### config.mk
export PLATFORM = sky130hd
export DESIGN_NAME = fetch_unit_flat
export DESIGN_NICKNAME = d
export VERILOG_FILES = /design/src/rtl/fetch_unit_if.sv /design/src/rtl/fetch_unit.sv /design/src/flat_wrapper.sv
export SDC_FILE = /design/constraint.sdc
export NUM_CORES = 2
export LEC_CHECK = 0
export BUFFER_PORTS_ARGS = -buffer_cell sky130_fd_sc_hd__buf_2
export CORE_MARGIN = 3
export CORE_UTILIZATION = 30
export DETAILED_ROUTE_END_ITERATION = 10
export PLACE_DENSITY = 0.52
export RECOVER_POWER = 50
export SLEW_MARGIN = 15
export SYNTH_ARGS = -nofsm -noshare
export SYNTH_HDL_FRONTEND = slang
export SYNTH_SLANG_ARGS = --single-unit
### constraint.sdc
create_clock -name clk -period 5.62 [get_ports clk]
set_input_delay 1.124 -clock clk [delete_from_list [all_inputs] [get_ports clk]]
set_output_delay 1.124 -clock clk [all_outputs]
set_load 0.02 [all_outputs]
### src/rtl/fetch_unit_if.sv
// Bundles the fetch stage's control, training, instruction-memory and IF/ID signals.
// The slave modport is the fetch unit's view; master is the surrounding pipeline.
interface fetch_unit_if;
  logic        stall_i;
  logic        redirect_i;
  logic [31:0] redirect_pc_i;
  logic        update_en_i;
  logic [31:0] update_pc_i;
  logic        update_taken_i;
  logic [31:0] update_target_i;
  logic [31:0] imem_addr_o;
  logic [31:0] imem_rdata_i;
  logic [31:0] instruction_o;
  logic [31:0] pc_o;
  logic        br_pred_o;

  modport master (
    output stall_i, redirect_i, redirect_pc_i,
    output update_en_i, update_pc_i, update_taken_i, update_target_i,
    output imem_rdata_i,
    input  imem_addr_o, instruction_o, pc_o, br_pred_o
  );

  modport slave (
    input  stall_i, redirect_i, redirect_pc_i,
    input  update_en_i, update_pc_i, update_taken_i, update_target_i,
    input  imem_rdata_i,
    output imem_addr_o, instruction_o, pc_o, br_pred_o
  );
endinterface

### src/rtl/fetch_unit.sv
// Instruction-fetch stage: owns the PC and predicts taken branches with a
// direct-mapped 2-bit BHT plus BTB, trained by execute-stage resolution.
module fetch_unit #(
  parameter logic [31:0] RESET_PC    = 32'h0000_0000,
  parameter int          BHT_ENTRIES = 16
) (
  input  logic          clk,
  input  logic          reset_n,
  fetch_unit_if.slave   bus
);
  localparam int IDX_W = $clog2(BHT_ENTRIES);
  localparam int TAG_W = 30 - IDX_W;

  logic [31:0]      r_pc;
  logic             r_valid  [BHT_ENTRIES];
  logic [1:0]       r_bht    [BHT_ENTRIES];
  logic [TAG_W-1:0] r_tag    [BHT_ENTRIES];
  logic [31:0]      r_target [BHT_ENTRIES];

  logic [IDX_W-1:0] w_idx;
  logic [TAG_W-1:0] w_tag;
  logic             w_hit;
  logic             w_pred;
  logic [31:0]      w_next_pc;
  logic [31:0]      w_redirect_pc;
  logic [31:0]      w_u_pc;
  logic [31:0]      w_u_target;
  logic [IDX_W-1:0] w_u_idx;
  logic [TAG_W-1:0] w_u_tag;
  logic             w_u_hit;

  assign bus.imem_addr_o   = r_pc;
  assign bus.pc_o          = r_pc;
  assign bus.instruction_o = bus.imem_rdata_i;
  assign bus.br_pred_o     = w_pred;

  // Lookup and training decode; addresses are word-aligned by masking the low bits.
  always_comb begin
    w_redirect_pc = bus.redirect_pc_i & 32'hFFFF_FFFC;
    w_u_pc        = bus.update_pc_i & 32'hFFFF_FFFC;
    w_u_target    = bus.update_target_i & 32'hFFFF_FFFC;
    w_idx         = r_pc[IDX_W+1:2];
    w_tag         = r_pc[31:IDX_W+2];
    w_hit         = r_valid[w_idx] && (r_tag[w_idx] == w_tag);
    w_pred        = w_hit && r_bht[w_idx][1];
    w_u_idx       = w_u_pc[IDX_W+1:2];
    w_u_tag       = w_u_pc[31:IDX_W+2];
    w_u_hit       = r_valid[w_u_idx] && (r_tag[w_u_idx] == w_u_tag);
  end

  // Next-PC selection: redirect beats stall, stall beats prediction.
  always_comb begin
    w_next_pc = r_pc + 32'd4;
    if (bus.redirect_i) begin
      w_next_pc = w_redirect_pc;
    end else if (bus.stall_i) begin
      w_next_pc = r_pc;
    end else if (w_pred) begin
      w_next_pc = r_target[w_idx];
    end else begin
      w_next_pc = r_pc + 32'd4;
    end
  end

  // Program counter register.
  always_ff @(posedge clk or negedge reset_n) begin
    if (!reset_n) begin
      r_pc <= {RESET_PC[31:2], 2'b00};
    end else begin
      r_pc <= w_next_pc;
    end
  end

  // Predictor training; lookups in the same cycle see the pre-update contents.
  always_ff @(posedge clk or negedge reset_n) begin
    if (!reset_n) begin
      for (int i = 0; i < BHT_ENTRIES; i++) begin
        r_valid[i]  <= 1'b0;
        r_bht[i]    <= 2'b01;
        r_tag[i]    <= {TAG_W{1'b0}};
        r_target[i] <= 32'h0000_0000;
      end
    end else if (bus.update_en_i) begin
      if (w_u_hit) begin
        if (bus.update_taken_i) begin
          if (r_bht[w_u_idx] != 2'b11) begin
            r_bht[w_u_idx] <= r_bht[w_u_idx] + 2'b01;
          end
          r_target[w_u_idx] <= w_u_target;
        end else if (r_bht[w_u_idx] != 2'b00) begin
          r_bht[w_u_idx] <= r_bht[w_u_idx] - 2'b01;
        end
      end else if (bus.update_taken_i) begin
        r_valid[w_u_idx]  <= 1'b1;
        r_tag[w_u_idx]    <= w_u_tag;
        r_target[w_u_idx] <= w_u_target;
        r_bht[w_u_idx]    <= 2'b10;
      end
    end
  end
endmodule
### src/flat_wrapper.sv
// flat-port wrapper written by rule: the top's interface ports become plain ports
module fetch_unit_flat 
#(
  parameter logic [31:0] RESET_PC    = 32'h0000_0000,
  parameter int          BHT_ENTRIES = 16
)
  (clk, reset_n, bus_stall_i, bus_redirect_i, bus_redirect_pc_i, bus_update_en_i, bus_update_pc_i, bus_update_taken_i, bus_update_target_i, bus_imem_rdata_i, bus_imem_addr_o, bus_instruction_o, bus_pc_o, bus_br_pred_o);
  fetch_unit_if bus_i ();
  input  logic clk;
  input  logic reset_n;
  input wire logic [$bits(bus_i.stall_i)-1:0] bus_stall_i;
  input wire logic [$bits(bus_i.redirect_i)-1:0] bus_redirect_i;
  input wire logic [$bits(bus_i.redirect_pc_i)-1:0] bus_redirect_pc_i;
  input wire logic [$bits(bus_i.update_en_i)-1:0] bus_update_en_i;
  input wire logic [$bits(bus_i.update_pc_i)-1:0] bus_update_pc_i;
  input wire logic [$bits(bus_i.update_taken_i)-1:0] bus_update_taken_i;
  input wire logic [$bits(bus_i.update_target_i)-1:0] bus_update_target_i;
  input wire logic [$bits(bus_i.imem_rdata_i)-1:0] bus_imem_rdata_i;
  output wire logic [$bits(bus_i.imem_addr_o)-1:0] bus_imem_addr_o;
  output wire logic [$bits(bus_i.instruction_o)-1:0] bus_instruction_o;
  output wire logic [$bits(bus_i.pc_o)-1:0] bus_pc_o;
  output wire logic [$bits(bus_i.br_pred_o)-1:0] bus_br_pred_o;
  assign bus_i.stall_i = bus_stall_i;
  assign bus_i.redirect_i = bus_redirect_i;
  assign bus_i.redirect_pc_i = bus_redirect_pc_i;
  assign bus_i.update_en_i = bus_update_en_i;
  assign bus_i.update_pc_i = bus_update_pc_i;
  assign bus_i.update_taken_i = bus_update_taken_i;
  assign bus_i.update_target_i = bus_update_target_i;
  assign bus_i.imem_rdata_i = bus_imem_rdata_i;
  assign bus_imem_addr_o = bus_i.imem_addr_o;
  assign bus_instruction_o = bus_i.instruction_o;
  assign bus_pc_o = bus_i.pc_o;
  assign bus_br_pred_o = bus_i.br_pred_o;
  fetch_unit #(.RESET_PC(RESET_PC), .BHT_ENTRIES(BHT_ENTRIES)) u_core (.clk(clk), .reset_n(reset_n), .bus(bus_i));
endmodule
==> impl_metrics.csv <==
group,metric,value,unit
status,status,"complete, but fails checks",
status,violations,"capacitance limit, slew limit",
synth,syn-cell-area,0.05108,mm²
cts,cts_root_buffer,"clkbuf_16",
floorplan,die_x,418.6,µm
final_layout,finalNetCount,3684,
power,power,20.93,mW
route,via_per_inst,5.428,
grt,grt_pass1_wl,241.8,mm
final_layout,drive_gt1_share,50.30,%
critical_path,reg2reg_slack,0.94,ns
route,vias,31670,
power,ir_worst_vdd,0.2254,mV
floorplan,ios,231,
cts,numCtsBuffers,105,
critical_path,reg2reg_depth,12,
placement,port_buffers,156,
timing,finalCritPeriodShare,99.44,%
worst_hold_path,worstHoldPathCells,1,
synth,synthCells,3512,
critical_path,crit_arrival,4.46,ns
route,drt-total-wl,167.2,mm
route,first_iter_violations,2529,
cts,clkLatencyLatePin,0.73,ns
route,drc,0,
flow_run,max_cap_viol_count,4,
placement,dp_hpwl,107.7,mm
cts,clk_pin_slew,0.06,ns
timing,tightest_slew,4.298,ns
grt,antenna_found_initial,20,
route,wl_per_cell,28.66,µm
critical_path,critPathLaunchType,"register",
timing,finalMaxSlewViolations,114,
timing,hold_viol,0,
worst_hold_path,hold_class,"reg2reg",
timing,clock.fmax,178.9,MHz
synth,yosysTopAreaCellShare,46.93,%
critical_path,worst_setup_path_end_kind,"output port",
timing,maxSlewHeadroom,-186.5,%
floorplan,dieArea,0.1752,mm²
floorplan,fp.dieH,418.6,µm
grt,grt_pass1_vias,32620,
synth,synth_edf_count,0,
critical_path,crit-reg2reg-launch,"u_core.bus.imem_addr_o[3]",
critical_path,r2r-end,"u_core.bus.imem_addr_o[21]",
synth,ys_seq_elements,974,
synth,ys_seq_area_share,47.76,%
timing,fin_crit,5.588,ns
power,p_leak,24.85,nW
route,first_pass_iters,7,
timing,setup_viol,0,
power,power.density,363.9,mW/mm²
critical_path,crit_required,4.50,ns
placement,gp_congestion,0.8895,
grt,grt_overflow,0,
final_layout,final_core_util,34.20,%
critical_path,path_class,"reg2out",
critical_path,critPathMaxFanout,16,
floorplan,core_area,0.1682,mm²
route,detail-route-antenna-nets,0,
cts,cts_max_level,3,
floorplan,initial_core_util,30.37,%
cts,hold_buffers,0,
timing,skew,0.03397,ns
grt,track_usage,18.96,%
synth,synthFlopType,"dfrtp_1",
synth,avgSynthCellArea,14.54,µm²
synth,synth_warnings,0,
synth,yosysTopAreaCell,"dfrtp_1",
grt,grt_max_degree,136,
synth,synthTopCellsByArea,"dfrtp_1 (47%), mux2_2 (21%), mux4_2 (15%)",
worst_hold_path,min_from,"u_core.r_valid[12]",
cts,clock_path_buffers,3,
cts,cts_tree,"yes",
floorplan,row_count,150,
final_layout,syn2layout_area_growth,12.61,%
final_layout,final_cell_mix,"dfrtp_1 (954), mux2_2 (940), mux4_2 (336)",
final_layout,mostFrequentLayoutCell,"dfrtp_1",
cts,clkSinkCount,974,
synth,synth_cell_types,101,
worst_hold_path,holdPathEnd,"u_core.r_valid[12]",
synth,async_flop_share,100.0,%
-- where the power goes --
part	internal, mW	switching (mW)
Combinational	2.65	2.25
Clock	3.84	2.93
Sequential	8.35	0.907
Total	14.8	6.09
-- critical path, cell delays in order, from the launching register on --
cell and delay, ns:
dfrtp_4 0.58, buf_12 0.21, buf_4 0.17, nand2_1 0.30, o22ai_1 0.15, a21oi_1 0.39, xor2_1 0.29, or4_1 0.64
nor4b_4 0.35, nand4_4 0.29, inv_1 0.15, buf_2 0.18
-- routing by layer --
metal | GRT usage (%) | wire, µm | up-vias
li1 | - | - | 13240
met1 | 24.76 | 70650 | 17250
met2 | 31.71 | 81600 | 868
met3 | 3.444 | 8540 | 299
met4 | 6.317 | 6383 | 8
met5 | 0 | 52 | -
-- cell type report --
| cell class | count | area [µm²] |
|---|---|---|
| inverter | 52 | 195.2 |
| tap | 2204 | 2758 |
| clock inverter | 33 | 277.8 |
| fill | 16490 | 110600 |
| multi-input combinational | 2102 | 24360 |
| timing repair buffer | 312 | 2487 |
| antenna | 4 | 10.01 |
| sequential | 974 | 24410 |
| clock buffer | 153 | 3020 |
-- stage by stage --
stage / cells / instance area, µm² / worst slack [ns] / hold slack [ns] / setup TNS [ns]
2_1_floorplan: 3515 / 51090 / 0.7017 / 0.4511 / 0
3_3_place_gp: 5632 / 54140 / 0.2634 / 0.4749 / 0
3_5_place_dp: 5632 / 54140 / 0.2366 / 0.4748 / 0
4_1_cts: 5825 / 57520 / 0.003484 / 0.3995 / 0
5_1_grt: 5830 / 57510 / -0.01945 / 0.5052 / -0.01945
6_report: 5834 / 57520 / 0.03153 / 0.4910 / 0
-- flip-flops by register name (all words and copies together), names as in the netlist --
register and count:
u_core.r_target 480, u_core.r_tag 416, u_core.r_bht 32, u_core.bus.imem_addr_o 30
u_core.r_valid 16
-- repair_timing --
action	in CTS	in global routing
setup endpoints to repair	1	1
gates cloned	0	1
resized for setup	2	5
pin swaps	0	3
endpoints found under the hold margin	0	0
setup buffers	7	4
-- how the worst max path moves through the flow --
stage | from | end | slack, ns | depth (start not counted)
floorplan | bus_update_pc_i[2] | u_core.r_bht[11] | 0.70 | 14
global placement | bus_update_pc_i[2] | u_core.r_bht[31] | 0.26 | 11
detailed placement | bus_update_pc_i[2] | u_core.r_bht[31] | 0.24 | 11
CTS | u_core.bus.imem_addr_o[2] | bus_br_pred_o | 0.003 | 11
global route | u_core.bus.imem_addr_o[2] | bus_br_pred_o | -0.02 | 10
finish | u_core.bus.imem_addr_o[2] | bus_br_pred_o | 0.03 | 11
-- synthesized netlist by cell type (7+ instances only) --
cell / number
a211oi_1: 8
a21o_1: 7
a21oi_1: 32
a221oi_1: 10
a22oi_1: 29
a31oi_1: 9
a32oi_1: 7
and2_1: 13
and3_1: 12
buf_1: 29
buf_2: 48
buf_4: 119
buf_6: 24
clkbuf_1: 156
dfrtp_1: 958
dfstp_2: 16
inv_1: 50
mux2_1: 7
mux2_2: 940
mux2i_1: 133
mux4_1: 11
mux4_2: 335
nand2_1: 67
nand2_2: 10
nand2b_1: 34
nand3_1: 47
nand4_1: 15
nor2_1: 69
nor2b_1: 13
nor3_1: 18
o211ai_1: 9
o21ai_0: 27
o22ai_1: 26
or2_2: 8
or3_1: 15
xnor2_1: 37
xor2_1: 30
-- logic make-up (layout without fill, tap and decap cells) --
group,count (synthesis),count (layout),synth area share (%)
and+or+nand+nor,354,354,3.714
AOI/OAI and AO/OA,247,247,3.618
muxes,1427,1427,38.87
adders and majority gates,3,3,0.07350
buffers and inverters,439,550,4.811
DFF,974,974,47.76
xor gates and xnor gates,67,67,1.149
other,1,8,0.007342
(Power assumes the default switching activity.)
